[config.mk]
export PLATFORM = sky130hd
export DESIGN_NAME = seg7_scan_driver
export DESIGN_NICKNAME = d
export VERILOG_FILES = /design/src/rtl/seg7_scan_driver_pkg.sv /design/src/rtl/seg7_scan_driver_hex_decode.sv /design/src/rtl/seg7_scan_driver.sv
export SDC_FILE = /design/constraint.sdc
export NUM_CORES = 1
export LEC_CHECK = 0
export ABC_AREA = 0
export BUFFER_PORTS_ARGS = -buffer_cell sky130_fd_sc_hd__clkbuf_2
export CORE_ASPECT_RATIO = 0.9
export CORE_MARGIN = 1
export CORE_UTILIZATION = 48
export CTS_CLUSTER_SIZE = 28
export DETAILED_ROUTE_END_ITERATION = 6
export PLACE_DENSITY = 0.67
export SYNTH_ARGS = -nofsm -noshare
export SYNTH_HDL_FRONTEND = slang
export SYNTH_SLANG_ARGS = --single-unit
[constraint.sdc]
create_clock -name clk -period 2.21 [get_ports clk]
set_clock_uncertainty 0.05 [all_clocks]
set_input_delay 0.1105 -clock clk [delete_from_list [all_inputs] [get_ports clk]]
set_output_delay 0.1105 -clock clk [all_outputs]
set_load 0.01 [all_outputs]
[src/rtl/seg7_scan_driver_pkg.sv]
// Shared definitions for the multiplexed 7-segment scan driver.
// Segment patterns are active-high and bit-ordered {g,f,e,d,c,b,a}.
package seg7_scan_driver_pkg;

    localparam logic [6:0] SEG_0     = 7'h3F; // a b c d e f
    localparam logic [6:0] SEG_1     = 7'h06; // b c
    localparam logic [6:0] SEG_2     = 7'h5B; // a b d e g
    localparam logic [6:0] SEG_3     = 7'h4F; // a b c d g
    localparam logic [6:0] SEG_4     = 7'h66; // b c f g
    localparam logic [6:0] SEG_5     = 7'h6D; // a c d f g
    localparam logic [6:0] SEG_6     = 7'h7D; // a c d e f g
    localparam logic [6:0] SEG_7     = 7'h07; // a b c
    localparam logic [6:0] SEG_8     = 7'h7F; // all segments
    localparam logic [6:0] SEG_9     = 7'h6F; // a b c d f g
    localparam logic [6:0] SEG_A     = 7'h77; // a b c e f g
    localparam logic [6:0] SEG_B     = 7'h7C; // c d e f g (lower-case b)
    localparam logic [6:0] SEG_C     = 7'h39; // a d e f
    localparam logic [6:0] SEG_D     = 7'h5E; // b c d e g (lower-case d)
    localparam logic [6:0] SEG_E     = 7'h79; // a d e f g
    localparam logic [6:0] SEG_F     = 7'h71; // a e f g
    localparam logic [6:0] SEG_BLANK = 7'h00; // nothing lit

endpackage

[src/rtl/seg7_scan_driver_hex_decode.sv]
// Combinational hex nibble to active-high segment pattern.
// Polarity and blanking are applied by the caller.
module seg7_hex_decode (
    input  logic [3:0] nibble_i,
    output logic [6:0] seg_o
);
    import seg7_scan_driver_pkg::*;

    // Full 0-F lookup.
    always_comb begin
        seg_o = SEG_BLANK;
        case (nibble_i)
            4'h0: seg_o = SEG_0;
            4'h1: seg_o = SEG_1;
            4'h2: seg_o = SEG_2;
            4'h3: seg_o = SEG_3;
            4'h4: seg_o = SEG_4;
            4'h5: seg_o = SEG_5;
            4'h6: seg_o = SEG_6;
            4'h7: seg_o = SEG_7;
            4'h8: seg_o = SEG_8;
            4'h9: seg_o = SEG_9;
            4'hA: seg_o = SEG_A;
            4'hB: seg_o = SEG_B;
            4'hC: seg_o = SEG_C;
            4'hD: seg_o = SEG_D;
            4'hE: seg_o = SEG_E;
            4'hF: seg_o = SEG_F;
            default: seg_o = SEG_BLANK;
        endcase
    end

endmodule

[src/rtl/seg7_scan_driver.sv]
// Multiplexed 7-segment scan driver: prescaled digit scan, hex decode,
// per-digit decimal point, optional leading-zero blanking, and a
// double-buffered value that only reaches the display at a frame wrap.
//
// Load protocol: 'load' is a single-cycle strobe with no back-pressure.
// The cycle it is high, value/dp_in are captured. Normally they go into
// the shadow register and 'pending' rises until the next frame wrap
// copies them into the display register. A strobe on the wrap cycle
// itself (frame_tick high) writes the display directly. While the
// display is dark, a pending shadow is committed on the next cycle.
module seg7_scan_driver #(
    parameter int DIGITS         = 4,
    parameter int REFRESH_DIV    = 1000,
    parameter int SEG_ACTIVE_LOW = 1,
    parameter int AN_ACTIVE_LOW  = 1
) (
    input  logic                  clk,
    input  logic                  reset,
    input  logic                  enable,
    input  logic                  load,
    input  logic [4*DIGITS-1:0]   value,
    input  logic [DIGITS-1:0]     dp_in,
    input  logic                  blank_lz,
    output logic [6:0]            seg,
    output logic                  dp,
    output logic [DIGITS-1:0]     an,
    output logic                  pending,
    output logic                  frame_tick
);
    import seg7_scan_driver_pkg::*;

    localparam int PW = (REFRESH_DIV > 1) ? $clog2(REFRESH_DIV) : 1;
    localparam int IW = (DIGITS > 1) ? $clog2(DIGITS) : 1;
    localparam logic [PW-1:0] PRE_LAST = PW'(REFRESH_DIV - 1);
    localparam logic [IW-1:0] IDX_LAST = IW'(DIGITS - 1);
    localparam logic SEG_INV = (SEG_ACTIVE_LOW != 0);
    localparam logic AN_INV  = (AN_ACTIVE_LOW != 0);

    // Scan position
    logic [PW-1:0]         pre_q, pre_d;
    logic [IW-1:0]         idx_q, idx_d;
    // Display and shadow buffers
    logic [4*DIGITS-1:0]   disp_val_q, disp_val_d;
    logic [DIGITS-1:0]     disp_dp_q, disp_dp_d;
    logic [4*DIGITS-1:0]   shad_val_q, shad_val_d;
    logic [DIGITS-1:0]     shad_dp_q, shad_dp_d;
    logic                  pending_q, pending_d;
    // Enable as seen last cycle: low means the outputs are already dark
    logic                  en_q;
    // Registered pin drivers
    logic [DIGITS-1:0]     an_q, an_d;
    logic [6:0]            seg_q, seg_d;
    logic                  dp_q, dp_d;

    logic                  digit_end;
    logic                  frame_wrap;
    logic [3:0]            cur_nib;
    logic                  cur_dp;
    logic                  cur_blank;
    logic                  all_zero;
    logic [DIGITS-1:0]     an_act;
    logic [6:0]            cur_pat;

    // Prescaler and digit index advance; both hold while disabled.
    always_comb begin
        pre_d      = pre_q;
        idx_d      = idx_q;
        digit_end  = enable && (pre_q == PRE_LAST);
        frame_wrap = digit_end && (idx_q == IDX_LAST);
        if (enable) begin
            if (digit_end) begin
                pre_d = '0;
                idx_d = (idx_q == IDX_LAST) ? '0 : idx_q + IW'(1);
            end else begin
                pre_d = pre_q + PW'(1);
            end
        end
    end

    // Shadow capture and display commit (wrap, wrap bypass, dark commit).
    always_comb begin
        disp_val_d = disp_val_q;
        disp_dp_d  = disp_dp_q;
        shad_val_d = shad_val_q;
        shad_dp_d  = shad_dp_q;
        pending_d  = pending_q;
        if (frame_wrap) begin
            if (load) begin
                disp_val_d = value;
                disp_dp_d  = dp_in;
            end else if (pending_q) begin
                disp_val_d = shad_val_q;
                disp_dp_d  = shad_dp_q;
            end
            pending_d = 1'b0;
        end else if (load) begin
            shad_val_d = value;
            shad_dp_d  = dp_in;
            pending_d  = 1'b1;
        end else if (pending_q && !enable && !en_q) begin
            // Display is dark, so there is nothing to tear.
            disp_val_d = shad_val_q;
            disp_dp_d  = shad_dp_q;
            pending_d  = 1'b0;
        end
    end

    // Select the lit digit and decide whether it is a leading zero.
    always_comb begin
        cur_nib   = 4'h0;
        cur_dp    = 1'b0;
        cur_blank = 1'b0;
        all_zero  = 1'b1;
        an_act    = '0;
        for (int i = DIGITS - 1; i >= 0; i--) begin
            all_zero = all_zero && (disp_val_q[4*i +: 4] == 4'h0);
            if (idx_q == IW'(i)) begin
                cur_nib   = disp_val_q[4*i +: 4];
                cur_dp    = disp_dp_q[i];
                an_act[i] = 1'b1;
                cur_blank = blank_lz && (i != 0) && all_zero;
            end
        end
    end

    seg7_hex_decode u_hex_decode (
        .nibble_i (cur_nib),
        .seg_o    (cur_pat)
    );

    // Next pin values in active-high sense, then board polarity applied.
    always_comb begin
        an_d  = (enable ? an_act : '0) ^ {DIGITS{AN_INV}};
        seg_d = ((enable && !cur_blank) ? cur_pat : SEG_BLANK) ^ {7{SEG_INV}};
        dp_d  = (enable && cur_dp) ^ SEG_INV;
    end

    // All state, cleared asynchronously to the dark/idle condition.
    always_ff @(posedge clk or posedge reset) begin
        if (reset) begin
            pre_q      <= '0;
            idx_q      <= '0;
            disp_val_q <= '0;
            disp_dp_q  <= '0;
            shad_val_q <= '0;
            shad_dp_q  <= '0;
            pending_q  <= 1'b0;
            en_q       <= 1'b0;
            an_q       <= {DIGITS{AN_INV}};
            seg_q      <= {7{SEG_INV}};
            dp_q       <= SEG_INV;
        end else begin
            pre_q      <= pre_d;
            idx_q      <= idx_d;
            disp_val_q <= disp_val_d;
            disp_dp_q  <= disp_dp_d;
            shad_val_q <= shad_val_d;
            shad_dp_q  <= shad_dp_d;
            pending_q  <= pending_d;
            en_q       <= enable;
            an_q       <= an_d;
            seg_q      <= seg_d;
            dp_q       <= dp_d;
        end
    end

    assign an         = an_q;
    assign seg        = seg_q;
    assign dp         = dp_q;
    assign pending    = pending_q;
    // High during the cycle whose closing edge wraps the last digit to 0,
    // so a load seen together with it lands directly in the display.
    assign frame_tick = frame_wrap;

endmodule

== Word level (Yosys, flattened, before mapping) ==
Memory sizes are Yosys's and may differ from the RTL's.
Index checks and enable logic that the tools add are counted.
Storage, ports and cells
  flip-flop bits (word level): 66
  ROM bits: 112
  input port bits: 25
  word-level logic and storage cells: 80
  memories: 1
Memory list
  (no name shown): depth 16, bits a word 7, read ports 1, clocked after memory_dff 0, wr ports 0, line seg7_scan_driver_hex_decode.sv:12  | case (nibble_i)
Operators by class
  add/sub/neg operators: 2
  eq/ne operators: 6
  muxes and demuxes: 33
  bitwise logic cells: 4
  reduce and logical (&&, ||, !) cells: 23
Operators by type and width (number)
  16-bit two-way mux: 5
  4-bit two-way mux: 10
  1-bit two-way mux: 15
  4-bit zero test: 3
  1-bit logical AND: 11
  10-bit by 1-bit adder with 10-bit output, second input constant: 1
  10-bit == test, second input constant: 1
  10-bit two-way mux: 1
  7-bit two-way mux: 1
  7-bit NOT: 1
  2-bit == test, second input constant: 2
  4-bit NOT: 1
  2-bit AND reduction: 2
  1-bit zero test: 3
  3-bit by 2-bit inequality test with 1-bit output, second input constant: 1
  3-bit AND reduction: 1
  3-bit nonzero test: 1
  2-bit by 1-bit adder with 2-bit output, second input constant: 1
  2-bit by 1-bit == test with 1-bit output, second input constant: 1
  2-bit zero test: 1
  2-bit two-way mux: 1
  2-bit by 1-bit inequality test with 1-bit output, second input constant: 1
  1-bit NOT: 2
  2-bit nonzero test: 1

== Depth between registers and ports, before layout ==
Gate-level depths: netlist of the first run.
  word-level depth: 10
  gate-level depth with buffers: 12
  depth with buffers taken out: 11

== Hierarchy ==
A second synthesis of the first run with hierarchy kept.
Unflattened totals
  cell total of the unflattened synthesis: 272
  area, all modules: 3339.5 um^2
Modules (own cells, without submodules)
  seg7_scan_driver: instances 1, cells an instance 239, area each 3051.7 um^2
  seg7_hex_decode: instances 1, cells an instance 33, area each 287.8 um^2

== Worst setup path after synthesis of the first run ==
OpenSTA, ideal clock, no wires.
  kind: flip-flop to flip-flop
  start point: reg idx_q[0]
  end point: reg seg_q[3] (netlist: seg[3])
  data arrival time: 2.166 ns
  required time: 2.062 ns
  slack: -0.104 ns
  stages on the path, launching flop included: 13
  path buffers: 1
  cells stage by stage: dfrtp_1 inv_1 ha_1 buf_4 nor2_1 nand3_1 a32oi_1 inv_1 ha_1 nand2_1 nor2_1 a2111oi_0 a41oi_1
Between the ends
  longest elaborated chain between the ends: 9
  elaborated cells between the ends (all ways): 17
  those cells by class: eq/ne (3); mux (9); bitwise (1); reduce/logical (3); memory (1)
Ends and longest elaborated chain
  start: declaration: line seg7_scan_driver.sv:41  | logic [IW-1:0] idx_q, idx_d;
  start signal: assignment: line seg7_scan_driver.sv:154  | idx_q <= idx_d;
  branches (longest 7 deep; another with memory 16 x 7 bit)
  7-bit two-way mux *: line seg7_scan_driver.sv:134  | seg_d = ((enable && !cur_blank) ? cur_pat : SEG_BLANK) ^ {7{SEG_INV}};
  7-bit NOT (no line) *
  net seg_d[3]: line seg7_scan_driver.sv:52  | logic [6:0] seg_q, seg_d;
  end signal: assignment: line seg7_scan_driver.sv:150  | seg_q <= {7{SEG_INV}};
  end signal: assignment: line seg7_scan_driver.sv:162  | seg_q <= seg_d;
  end: declaration: line seg7_scan_driver.sv:52
Mark *: on every way through the listed nets, which the timed path passes.
A chain may end at the register's enable or synchronous reset.

== Worst setup path after layout of the first run ==
Ends and elaborated chain as after synthesis.

==> results.cfg, run 1 <==
[critical_path]
r2r-end = seg[3]
cp_data_arrival_time_ns = 2.36
cp_max_fo = 8
critPathKind = flip-flop to flip-flop
required_ns = 2.42
start_kind = flip-flop
reg2reg_depth = 8
rrSetupSlack_ns = 0.05
cp-endpoint = seg[3]
crit_path_end_kind = flip-flop
startpoint = idx_q[0]
r2r-start = idx_q[0]

[min_path]
hold_path_class = input pin to flip-flop
hold_depth = 2
min_from = enable

[synthesis]
synth.largest_area_cell = dfrtp_1
synth.top_cells.by_count = dfrtp_1 (54), nor2_1 (33), a21oi_1 (28), mux2i_1 (27), nand2_1 (23)
synth_top_family_by_area = multiplexers
yosys.area_share.simple = 0.117
ys_types = 45
ys_async_sr_fraction = 1.00
seq_area_frac_synth = 0.499
synth_warnings = 0
syn_avg_cell_area_um2 = 11.2
synth-compound-area-share = 0.108
synth_top_flop_cell = dfrtp_1
syn_inst = 298
ys_ff_latch = 66
synthXorXnorAreaFrac = 0.0131
synthMuxAreaShare = 0.178
synth.top_cell.area_share = 0.405
synthTopCellsByArea = dfrtp_1 (40%), dfstp_2 (9.4%), mux2_4 (9.0%), mux2i_1 (8.1%), a21oi_1 (4.2%)
synth_area_um2 = 3340
syn-num-nets = 334
synth_edf_count = 0
synth.most_common_cell = dfrtp_1
synthAdderAreaFrac = 0.0412

[layout]
final_util = 0.639
drive_gt1_frac = 0.342
fin_area_um2 = 4260
seq_area_um2 = 1670
antenna_cells = 0
multiInputGateArea_um2 = 1590
fillers = 545
nets = 408
area_growth_pct = 27.5

[placement]
hpwl_um = 4450
io_buffers = 38
place_area_um2 = 3730
dp_slack_ns = -0.0653
gp_congestion = 0.867

[global_route]
grtUsageTotal = 0.198
grt_max_degree = 41
antenna_found_initial = 0
overflow = 0
grt_first_pass_wirelength_um = 11100
grt_pass1_vias = 2371

[floorplan]
core_area_um2 = 6660
dieHeight_um = 81.1
ios = 39
die_area_um2 = 7290
rows = 28
fp.dieW_um = 89.9
initial_core_util = 0.501

[clock_network]
clockBufferDepth = 2
clkTransAtPathRegs_ns = 0.07
insertion_delay_ns = 0.35
clkSinkCount = 66
ctsHtreeMaxLevel = 3
cts_tree = done
cts-root-buf = clkbuf_8
cts_inserted_buffers = 9

[outcome]
status = finished, final reports clean

[timing]
fin_ws_ns = 0.0538
timing.slew.headroom = 0.595
hold_viol_final = 0
finalCritPeriodShare = 0.976
fmax_ghz = 0.464
rsz0062_at_grt = true
drv_slew = 0
setup_violations = 0
min_period_ns = 2.16
worst_pin_slew_ns = 0.606
whs_ns = 0.0466

[drt]
drt_first_pass_iters = 5
drc = 0
via_per_inst = 5.24
drt_iter0_drc = 69
ant_nets = 0
routed_wirelength_um = 6590
via_count = 2445
wl_per_cell_um = 14.1

[power_and_ir_drop]
vdd_drop_max_uv = 468
leakagePower_nw = 1.88
power_density_nw_per_um2 = 849
power_mw = 3.61

[flow_run]
maxCapViolCount = 0
## placed cells by master, fill, tap and decap left out, types with 8 or more instances in the layout
master          n
dfrtp_1        53
inv_1           8
buf_4          17
mux2_4         20
dlygate4sd3_1  21
clkbuf_8       12
nand2_1        23
a21oi_1        28
dfstp_2        12
clkbuf_2       38
o21ai_0         8
mux2i_1        26
nor2_1         32
## report_power, final
part	switching (mW)	leakage [nW]	total (mW)	internal, mW
sequential	0.182	0.749	1.63	1.45
combinational	0.381	1.01	0.794	0.412
clock	0.459	0.119	1.18	0.725
## flip-flops by register name, indices dropped and copies added, names as in the netlist
name,cells
disp_dp_q,4
idx_q,2
an,4
disp_val_q,16
en_q,1
seg,7
shad_val_q,16
shad_dp_q,4
dp,1
pending,1
pre_q,10
## per-stage QoR
| stage | TNS (ns) | cells |
|---|---|---|
| 2_1_floorplan | 0 | 298 |
| 3_3_place_gp | -0.00136 | 427 |
| 3_5_place_dp | -0.207 | 427 |
| 4_1_cts | 0 | 464 |
| 5_1_grt | -0.141 | 467 |
| 6_report | 0 | 467 |
## critical path: stages (launching register included)
cell and delay (ns):
dfrtp_2 0.45, inv_2 0.10, ha_4 0.19, mux2i_1 0.27
a2111oi_2 0.11, buf_4 0.16, nand2b_1 0.21, a2111oi_2 0.44
a41oi_2 0.07
## logic make-up after synthesis
family / count (synthesis)
muxes: 49
adders and majority gates: 11
xor gates and xnor gates: 5
AOI/OAI and AO/OA: 57
and+or+nand+nor: 82
DFF: 66
buffers and inverters: 28
## layout make-up
class	count	share of cell area
repair buffers	80	0.143
clock buffers	12	0.0388
inverters	11	0.00970
well taps	90	0.0265
flip-flops and latches	66	0.392
clock inverters	4	0.0171
multi-input cells	204	0.373
## layer usage
| layer | global-route usage | routed length (um) | up-vias |
|---|---|---|---|
| met1 | 0.255 | 3110 | 1173 |
| met2 | 0.313 | 3070 | 55 |
| met4 | 0.0613 | 138 | 0 |
| met3 | 0.0749 | 271 | 19 |
| li1 | - | - | 1198 |
| met5 | 0 | 0 | - |
## how the worst min path moves through the flow
| stage | to |
|---|---|
| global placement | shad_val_q[5] |
| floorplan | en_q |
| global route | en_q |
| detailed placement | shad_val_q[5] |
| finish | en_q |
| CTS | en_q |
## repair_timing
item                                    in CTS  in global routing
gates resized for setup                      6                 11
setup buffers                                0                  3
cloned                                       0                  0
endpoints found under the hold margin       44                  0
endpoints found under the setup margin       5                 13
hold buffers                                21                  0
pin swaps                                    0                  4
(Power assumes the default switching activity.)
==> run 2: changes to the inputs <==
--- a/config.mk
+++ b/config.mk
@@ -5,14 +5,14 @@
 export SDC_FILE = /design/constraint.sdc
 export NUM_CORES = 1
 export LEC_CHECK = 0
-export ABC_AREA = 0
+export ABC_AREA = 1
 export BUFFER_PORTS_ARGS = -buffer_cell sky130_fd_sc_hd__clkbuf_2
 export CORE_ASPECT_RATIO = 0.9
 export CORE_MARGIN = 1
 export CORE_UTILIZATION = 48
 export CTS_CLUSTER_SIZE = 28
 export DETAILED_ROUTE_END_ITERATION = 6
-export PLACE_DENSITY = 0.67
+export PLACE_DENSITY = 0.64
 export SYNTH_ARGS = -nofsm -noshare
 export SYNTH_HDL_FRONTEND = slang
 export SYNTH_SLANG_ARGS = --single-unit
==> constraint.sdc (replaced) <==
create_clock -name clk -period 2.13 [get_ports clk]
set_clock_uncertainty 0.05 [all_clocks]
set_input_delay 0.1065 -clock clk [delete_from_list [all_inputs] [get_ports clk]]
set_output_delay 0.1065 -clock clk [all_outputs]
set_load 0.01 [all_outputs]
==> results.cfg, run 2 <==
[clock_network]
cts_inserted_buffers = 9
clkSinkCount = 66
post-cts-setup-buffer-count = 0
insertion_delay_ns = 0.34
cts-root-buf = clkbuf_8
clkTransAtPathRegs_ns = 0.07
clockBufferDepth = 2
cts_tree = done
ctsHtreeMaxLevel = 3

[layout]
reg_top3 = disp_val_q (16), shad_val_q (16), pre_q (10)
multiInputGateArea_um2 = 1650
antenna_cells = 0
area_growth_pct = 19.0
seq_area_um2 = 1670
stdcell_count = 654
mostFrequentLayoutCell = nand2_1
nets = 592
most-common-layout-cells = nand2_1 (199), dfrtp_1 (54), inv_1 (46)
fillers = 669
drive_gt1_frac = 0.162

[placement]
gp_congestion = 0.857
dp.cells = 617
hpwl_um = 5160
io_buffers = 38

[global_route]
grt_max_degree = 43
overflow = 0
grt_pass1_vias = 3103
grtUsageTotal = 0.219
antenna_found_initial = 0
grt_first_pass_wirelength_um = 13600

[min_path]
hold_path_class = input pin to flip-flop

[floorplan]
rows = 29
initial_core_util = 0.505
fp.dieW_um = 93.6
dieHeight_um = 84.5
die_area_um2 = 7910
ios = 39
core_area_um2 = 7180

[synthesis]
synth_top_family_by_area = simple AND/OR/NAND/NOR gates
synth_area_um2 = 3630
synth_edf_count = 0
synthMuxAreaShare = 0
synth_warnings = 0
syn_inst = 497
synth-compound-area-share = 0.0887
synthXorXnorAreaFrac = 0.00242
synth.top_cell.area_share = 0.373
synthTopCellsByArea = dfrtp_1 (37%), nand2_1 (21%), dfstp_2 (8.7%), inv_1 (5.0%), o21ai_0 (4.3%)
yosys.area_share.simple = 0.324
synth_top_flop_cell = dfrtp_1
synth.most_common_cell = nand2_1
syn-num-nets = 533
synth.top_cells.by_count = nand2_1 (199), dfrtp_1 (54), inv_1 (48), nor2_1 (36), o21ai_0 (31)
synthAdderAreaFrac = 0.0380
seq_area_frac_synth = 0.460
ys_types = 30
ys_async_sr_fraction = 1.00
ys_ff_latch = 66
syn_avg_cell_area_um2 = 7.30
synth.largest_area_cell = dfrtp_1

[power_and_ir_drop]
switching_share = 0.332
vdd_drop_max_uv = 421
sequentialPowerShare = 0.470
power_mw = 3.63
p_switching_mw = 1.20
internal-power_mw = 2.42
leakagePower_nw = 2.31
pwr-share-clk = 0.269
p_comb_frac = 0.261
power_density_nw_per_um2 = 841

[drt]
via_per_inst = 4.87
drt_iter0_drc = 126
wl_per_cell_um = 11.7
drt_first_pass_iters = 5
drc = 0
routed_wirelength_um = 7660
via_count = 3186
ant_nets = 0

[timing]
fmax_ghz = 0.502
timing.slew.headroom = 0.632
timing.setup.tns_ns = 0
drv_slew = 0
min_period_ns = 1.99
hold_viol_final = 0
setup_violations = 0
finalCritPeriodShare = 0.935
worst_pin_slew_ns = 0.551

[critical_path]
slowest_delay_ns = 0.39
cp_top_family = buffers and inverters
critPathKind = flip-flop to output pin
cpMaxStageDelayCell = dfrtp_1
crit_chain = ha_1 > nand2_1 > clkinv_1 > nand2_2 > nor2_4 > nand3_4 > inv_4 > clkbuf_2
required_ns = 1.97
cp_max_fo = 21
rrSetupSlack_ns = 0.16
path_buf_inv = 3
start_kind = flip-flop
cp_data_arrival_time_ns = 1.84
crit_path_end_kind = output pin

[outcome]
status = finished, final reports clean

[flow_run]
maxCapViolCount = 0
-- run 2: changes by cell type in the layout (fill, tap and decap cells not counted), moves of 5 or more --
| cell | change |
|---|---|
| mux2_4 | -20 |
| o221ai_1 | -5 |
| inv_1 | +38 |
| nand3_1 | +25 |
| o21ai_0 | +23 |
| mux2i_1 | -26 |
| buf_4 | -9 |
| nand2_1 | +176 |
-- run 2: routing by layer --
| metal | vias to the layer above | track usage | part of all wire |
|---|---|---|---|
| met4 | 0 | 0.0685 | 0.013 |
| met2 | 76 | 0.365 | 0.47 |
| met1 | 1436 | 0.275 | 0.48 |
| met3 | 11 | 0.0634 | 0.040 |
| met5 | - | 0 | 0 |
| li1 | 1663 | - | - |
-- run 2: logic make-up (layout without fill, tap and decap cells) --
kind of cell,count (synthesis),in the layout
and+or+nand+nor,283,283
buffers and inverters,73,137
DFF,66,66
AOI/OAI and AO/OA,63,63
adders and majority gates,11,11
xor gates and xnor gates,1,1
-- run 2: layout make-up --
class,instances,area share
inverters,52,0.0458
flip-flops and latches,66,0.386
clock inverters,2,0.00232
multi-input cells,358,0.383
clock buffers,14,0.0400
well taps,93,0.0270
repair buffers,69,0.116
-- run 2: final timing paths --
check | startpoint | endpoint | cells past startpoint
max | pre_q[0] | frame_tick | 8
min | enable | en_q | 1
max reg2reg | idx_q[0] | seg[3] | 12
min reg2reg | disp_dp_q[1] | disp_dp_q[1] | 2
max in group asynchronous | reset | an[1] | 4
min in group asynchronous | reset | shad_val_q[1] | 3
-- run 2: worst reg2reg max path: cells and delay by family, from the launching register on --
kind / cells / cell delay [ns]
DFF: 1 / 0.41
adders and majority gates: 2 / 0.50
buffers and inverters: 4 / 0.40
AOI/OAI and AO/OA: 1 / 0.12
and+or+nand+nor: 5 / 0.43
-- run 2: what timing repair did --
action	4_1_cts	5_1_grt
gates resized for setup	1	4
hold buffers	21	0
gates cloned	0	0
endpoints found under the setup margin	1	7
endpoints found under the hold margin	38	0
-- run 2: metrics by stage --
stage / instance area, um2 / util / hold slack (ns) / setup slack [ns]
6_report: 4310 / 0.600 / 0.0302 / 0.137
5_1_grt: 4310 / 0.600 / 0.0359 / -0.00361
4_1_cts: 4310 / 0.599 / 0.0297 / 0.0585
3_5_place_dp: 3910 / 0.544 / 0.138 / 0.0830
3_3_place_gp: 3910 / 0.544 / 0.129 / 0.190
2_1_floorplan: 3630 / - / 0.0879 / 0.106
-- run 2: power groups by stage --
| stage | combinational [mW] | sequential, mW | clock, mW |
|---|---|---|---|
| global placement | 0.888 | 1.72 | 0 |
| detailed placement | 0.912 | 1.73 | 0 |
| global route | 1.11 | 1.74 | 1.06 |
| CTS | 0.947 | 1.70 | 1.01 |
| finish | 0.946 | 1.71 | 0.976 |
| floorplan | 0.660 | 1.70 | 0 |
